--- src/rtl/ghash_mult_seq_if.sv ---
// ghash_mult_seq_if: block-in / result-out handshake bundle for ghash_mult_seq
// master drives in_valid/in_x/in_h/in_first/in_last/out_ready; slave drives in_ready/out_valid/out_y/out_last
// in_x, in_h and out_y are [0:127]; bit 0 is the x^0 coefficient (GCM bit order)
interface ghash_mult_seq_if;
    logic         in_valid, in_ready, in_first, in_last;
    logic         out_valid, out_ready, out_last;
    logic [0:127] in_x, in_h, out_y;
    modport master (
        output in_valid, in_x, in_h, in_first, in_last, out_ready,
        input  in_ready, out_valid, out_y, out_last
    );
    modport slave (
        input  in_valid, in_x, in_h, in_first, in_last, out_ready,
        output in_ready, out_valid, out_y, out_last
    );
endinterface

--- src/rtl/ghash_mult_seq.sv ---
// ghash_mult_seq: digit-serial GF(2^128) multiplier with GHASH accumulator, Y = (Y ^ X) * H in GCM bit order
// clk: rising-edge clock; rst_n: synchronous active-low reset
// bus (slave): in_valid/in_ready accept a block (in_x, in_h, in_first, in_last);
//              out_valid/out_ready deliver out_y and out_last
// DIGIT bits of X are consumed per cycle (must divide 128); EMIT_ALL=1 emits every block, else only last blocks
module ghash_mult_seq #(
    parameter int DIGIT    = 8,
    parameter bit EMIT_ALL = 1'b0
) (
    input logic clk,
    input logic rst_n,
    ghash_mult_seq_if.slave bus
);
    localparam int N  = 128 / DIGIT;
    localparam int CW = $clog2(N + 1);
    localparam logic [0:127] R = {8'he1, 120'h0};
    typedef enum logic [1:0] {IDLE, BUSY, OUT} state_t;
    state_t        state;
    logic [CW-1:0] cnt;
    logic [0:127]  a, v, z, y, z_n, v_n;
    logic          last_q;
    // a is shifted toward index 0 each cycle, so the current digit always sits in a[0:DIGIT-1]
    always_comb begin
        z_n = z;
        v_n = v;
        for (int i = 0; i < DIGIT; i++) begin
            z_n = a[i] ? z_n ^ v_n : z_n;
            v_n = v_n[127] ? {1'b0, v_n[0:126]} ^ R : {1'b0, v_n[0:126]};
        end
    end
    assign bus.in_ready = rst_n && state == IDLE;
    always_ff @(posedge clk) begin
        if (!rst_n) begin
            state         <= IDLE;
            cnt           <= '0;
            a             <= '0;
            v             <= '0;
            z             <= '0;
            y             <= '0;
            last_q        <= 1'b0;
            bus.out_valid <= 1'b0;
            bus.out_y     <= '0;
            bus.out_last  <= 1'b0;
        end else begin
            case (state)
                IDLE: if (bus.in_valid) begin
                    a      <= (bus.in_first ? '0 : y) ^ bus.in_x;
                    v      <= bus.in_h;
                    z      <= '0;
                    cnt    <= '0;
                    last_q <= bus.in_last;
                    state  <= BUSY;
                end
                BUSY: begin
                    z   <= z_n;
                    v   <= v_n;
                    a   <= a << DIGIT;
                    cnt <= cnt + CW'(1);
                    if (cnt == CW'(N - 1)) begin
                        y <= z_n;
                        if (EMIT_ALL || last_q) begin
                            bus.out_y     <= z_n;
                            bus.out_last  <= last_q;
                            bus.out_valid <= 1'b1;
                            state         <= OUT;
                        end else begin
                            state <= IDLE;
                        end
                    end
                end
                OUT: if (bus.out_ready) begin
                    bus.out_valid <= 1'b0;
                    state         <= IDLE;
                end
                default: state <= IDLE;
            endcase
        end
    end
endmodule

--- src/flat_wrapper.sv ---
// flat-port wrapper written by rule: the top's interface ports become plain ports
module ghash_mult_seq_flat 
#(
    parameter int DIGIT    = 8,
    parameter bit EMIT_ALL = 1'b0
)
  (clk, rst_n, bus_in_valid, bus_in_x, bus_in_h, bus_in_first, bus_in_last, bus_out_ready, bus_in_ready, bus_out_valid, bus_out_y, bus_out_last);
  ghash_mult_seq_if bus_i ();
  input logic clk;
  input logic rst_n;
  input wire logic [$bits(bus_i.in_valid)-1:0] bus_in_valid;
  input wire logic [$bits(bus_i.in_x)-1:0] bus_in_x;
  input wire logic [$bits(bus_i.in_h)-1:0] bus_in_h;
  input wire logic [$bits(bus_i.in_first)-1:0] bus_in_first;
  input wire logic [$bits(bus_i.in_last)-1:0] bus_in_last;
  input wire logic [$bits(bus_i.out_ready)-1:0] bus_out_ready;
  output wire logic [$bits(bus_i.in_ready)-1:0] bus_in_ready;
  output wire logic [$bits(bus_i.out_valid)-1:0] bus_out_valid;
  output wire logic [$bits(bus_i.out_y)-1:0] bus_out_y;
  output wire logic [$bits(bus_i.out_last)-1:0] bus_out_last;
  assign bus_i.in_valid = bus_in_valid;
  assign bus_i.in_x = bus_in_x;
  assign bus_i.in_h = bus_in_h;
  assign bus_i.in_first = bus_in_first;
  assign bus_i.in_last = bus_in_last;
  assign bus_i.out_ready = bus_out_ready;
  assign bus_in_ready = bus_i.in_ready;
  assign bus_out_valid = bus_i.out_valid;
  assign bus_out_y = bus_i.out_y;
  assign bus_out_last = bus_i.out_last;
  ghash_mult_seq #(.DIGIT(DIGIT), .EMIT_ALL(EMIT_ALL)) u_core (.clk(clk), .rst_n(rst_n), .bus(bus_i));
endmodule
--- config.mk ---
export PLATFORM = sky130hd
export DESIGN_NAME = ghash_mult_seq_flat
export DESIGN_NICKNAME = d
export VERILOG_FILES = /design/src/rtl/ghash_mult_seq_if.sv /design/src/rtl/ghash_mult_seq.sv /design/src/flat_wrapper.sv
export SDC_FILE = /design/constraint.sdc
export NUM_CORES = 2
export LEC_CHECK = 0
export ABC_AREA = 1
export ABC_CLOCK_PERIOD_IN_PS = 2750
export CAP_MARGIN = 0
export CORE_ASPECT_RATIO = 0.75
export CORE_MARGIN = 3
export CORE_UTILIZATION = 55
export DETAILED_ROUTE_END_ITERATION = 10
export GPL_TIMING_DRIVEN = 0
export HOLD_SLACK_MARGIN = 0.03
export PLACE_DENSITY = 0.82
export SLEW_MARGIN = 10
export SYNTH_ARGS = -nofsm -noshare
export SYNTH_HDL_FRONTEND = slang
export SYNTH_SLANG_ARGS = --single-unit
export TNS_END_PERCENT = 5
--- constraint.sdc ---
create_clock -name clk -period 2.75 [get_ports clk]
set_input_delay 0.55 -clock clk [delete_from_list [all_inputs] [get_ports clk]]
set_output_delay 0.55 -clock clk [all_outputs]
set_load 0.01 [all_outputs]
==> impl_results.rst <==
.. list-table::
   :header-rows: 1

   * - Metric
     - Value
   * - Placer congestion estimate
     - between 1 and 1.5
   * - Total number of H-tree levels
     - 3
   * - Area fraction in and, or, nand and nor cells after synthesis
     - 0.243
   * - Highest fanout seen on the critical path
     - 10
   * - Post-synthesis area per instance
     - 6.81 sq um
   * - Overall global routing resource usage
     - 0.438
   * - Post-route minimum period
     - 3030 ps
   * - Vias
     - 43926
   * - Relative slew margins
     - 0.0939
   * - Net Count, Synth
     - 6186
   * - Die height
     - 240 um
   * - Slew at the pin closest to its max-slew limit
     - 1360 ps
   * - Clock slew at reported path FFs
     - around 70 ps
   * - Number of synthesized flops with an enable pin
     - 0
   * - Total half-perimeter wirelength after legalization and detailed placement
     - 127 mm
   * - Layout-stage area growth over the synthesis result
     - 19.6%
   * - Seq cells post-synth
     - 650
   * - Critical path required time
     - 3320 ps
   * - PwrDens
     - between 500 and 600 mW/mm^2
   * - Worst hold stages
     - 2
   * - Pin count of the biggest net entering global routing
     - 17
   * - Wire length of the first global-routing pass
     - around 250 mm
   * - Hold Crit Class
     - register to register
   * - Detailed-router iteration count before antenna repair
     - 11
   * - Sequential fraction of the synthesis area
     - 0.323
   * - DRC violation count after routing
     - 1
   * - Worst Setup Slack post-DPL
     - -1150 ps
   * - Maximum root-to-sink buffer count
     - 3
   * - Main combinational cell family by area after synthesis
     - simple AND/OR/NAND/NOR gates
   * - Kind of launch point of the worst setup path
     - primary input
   * - Share of synthesized area spent on multiplexers
     - 0
   * - Residual overflow from global routing
     - 0
   * - Worst ir drop on vdd
     - 394 uV
   * - Root buffer selected by CTS
     - sky130_fd_sc_hd__clkbuf_16
   * - Worst path setup slack after routing
     - -277 ps
   * - Critical path endpoint category
     - register
   * - Antenna violations before repair
     - 11
   * - CP max stage delay
     - ~600 ps
   * - Final period utilization
     - 1.10
   * - Full die area
     - about 0.077 sq mm
   * - Proportion of register bits with asynchronous set or reset after synthesis
     - 0
   * - Hold Worst Slack
     - around 460 ps
   * - Standby leakage power
     - around 17 nW
   * - Worst path arrival time
     - 3600 ps
   * - Commonest cells after routing, fill and taps aside
     - sky130_fd_sc_hd__nand2_1, sky130_fd_sc_hd__dfxtp_1, sky130_fd_sc_hd__xnor2_1, sky130_fd_sc_hd__xor2_1, sky130_fd_sc_hd__a21oi_1
   * - Number of cells produced by synthesis
     - 5922
   * - Most common cell after layout, fill and taps aside
     - sky130_fd_sc_hd__nand2_1
   * - Post-synthesis compound-gate area fraction
     - 0.126
   * - Number of placed I/O pins
     - 393
   * - TritonCTS clock tree
     - yes
   * - Clock Latency Late Sink
     - 660 ps
   * - Predominant post-synthesis flop cell
     - sky130_fd_sc_hd__dfxtp_1
   * - Worst-case reg-to-reg path depth
     - 7
   * - Number of failing hold endpoints at the final stage
     - 0
   * - Most prevalent standard cell on the critical path
     - sky130_fd_sc_hd__nand2_1
   * - Classification of the worst setup path
     - primary input to register
   * - Adder and majority cell fraction of the synthesized area
     - 0.000621
   * - Share of final-layout standard cells stronger than drive strength 1
     - 0.0525
   * - Via count of the first global-routing pass
     - 39499
   * - Critical path, cell by cell
     - clkdlybuf4s50_1 > nand2_1 > inv_2 > clkbuf_4 > clkbuf_1 > nand2_1 > a31oi_1
   * - DIE WIDTH
     - 319 um
   * - Number of buffers added by the clock tree synthesis step
     - between 60 and 70
   * - Post-DR vias/cell
     - 5.93
   * - Count of routing violations after the opening detailed-route iteration
     - 7302
   * - Clock skew
     - 30.8 ps
   * - Share of the synthesized netlist area taken by xor and xnor gates
     - 0.232
   * - F_max
     - 330 MHz
   * - Setup repair after global routing missed its margin
     - yes
   * - Std-Cell Rows
     - 85
   * - Result of the run
     - finished with violations
   * - Post-route ant nets
     - 0
   * - Netlist area before placement
     - between 0.04 and 0.05 sq mm
   * - Failing checks
     - design-rule violations, negative setup slack
   * - Count of maximum capacitance violations
     - 0
   * - Ys Warns
     - 0
   * - Clock sinks
     - 650
   * - Total setup violations reported at the end of the flow
     - 71
   * - Core Area
     - 0.0722 sq mm
   * - Initial cell density of the core
     - 0.558
   * - IO buf count
     - around 390
   * - Setup TNS
     - -2550 ps
   * - DRT Wirelength
     - 176 mm
   * - Post-synth cell types
     - 31
   * - Number of max-slew violations in the final report
     - 0
   * - Cell at the slowest stage of the critical path
     - sky130_fd_sc_hd__clkdlybuf4s50_1
   * - Final net count
     - between 6000 and 7000
   * - Wire per inst
     - 23.8 um
==> routing by layer <==
metal	global-route usage	wire (um)
met2	0.618	68900
met4	0.278	13400
met1	0.564	64700
met5	0.00309	239
met3	0.163	28800
==> synth_stat cells (all sizes together) (35+ instances only) <==
cell type,n,area share
buf,170,0.021
dfxtp,650,0.32
clkbuf,320,0.030
a22oi,43,0.0080
o21ai,130,0.016
nand3,90,0.011
xnor2,577,0.13
o221ai,35,0.0076
xor2,492,0.11
nor2,94,0.0089
nand2,2364,0.22
a21oi,431,0.054
inv,257,0.024
a31oi,158,0.025
o21bai,71,0.013
==> worst max-delay path, delay by kind of cell <==
kind | cells | cell delay (ps)
AOI/OAI and AO/OA | 1 | 210
buffers and inverters | 4 | 2190
and+or+nand+nor | 2 | 620
==> power breakdown <==
| group | internal, W | switching [W] |
|---|---|---|
| Combinational | 0.00185 | 0.00440 |
| Sequential | 0.00982 | 0.000247 |
| Clock | 0.00595 | 0.00436 |
==> through the flow <==
stage	std cells	instance area (sq um)	utilization	power (W)
2_1_floorplan	5922	40300	-	0.0137
3_3_place_gp	7270	45400	0.629	0.0160
3_5_place_dp	7270	45400	0.629	0.0161
4_1_cts	7396	48000	0.665	0.0261
5_1_grt	7400	48200	0.667	0.0271
6_report	7408	48200	0.668	0.0266
==> cell families (layout without fill, tap and decap cells) <==
| kind of cell | count (synthesis) | count (layout) |
|---|---|---|
| other cells | 0 | 10 |
| flops | 650 | 650 |
| buf+inv | 750 | 1269 |
| compound gates | 885 | 885 |
| simple gates | 2566 | 2566 |
| xor+xnor | 1069 | 1069 |
| fa+ha+maj | 2 | 2 |
==> repair_timing <==
| action | in CTS | in global routing |
|---|---|---|
| pin swaps | 0 | 2 |
| hold buffers | 0 | 0 |
| gates resized for setup | 70 | 91 |
| buffers inserted | 0 | 2 |
| endpoints found under the setup margin | 529 | 376 |
==> path summary, 6_finish.rpt <==
path                            slack [ps]                                 to                              start
worst max-delay path                  -280          u_core.v[27]$_SDFFE_PN0P_                       bus_in_valid
worst min-delay path                   460  u_core.bus.out_y[53]$_SDFFE_PN0P_  u_core.bus.out_y[53]$_SDFFE_PN0P_
worst max register to register        -210          u_core.v[27]$_SDFFE_PN0P_       u_core.state[1]$_SDFFE_PN0P_
worst min register to register         460  u_core.bus.out_y[53]$_SDFFE_PN0P_  u_core.bus.out_y[53]$_SDFFE_PN0P_
==> final cells by class <==
cell class              count  area (sq um)
diodes                     10          25.0
repair buffers            393          3930
clock inverters            38           470
fillers                  6319         24000
well taps                 957          1200
multi-input cells        4522         24400
clock buffers              88          1960
flip-flops and latches    650         13000
plain buffers             490          2240
inverters                 260           976
==> flip-flops by register name (all words and copies together) (netlist names) <==
signal,cells
u_core.cnt,5
u_core.z,128
u_core.bus.out_valid,1
u_core.state,2
u_core.last_q,1
u_core.v,128
u_core.y,128
u_core.bus.out_y,128
u_core.bus.out_last,1
u_core.a,128
Power figures use the tool's default switching activity.
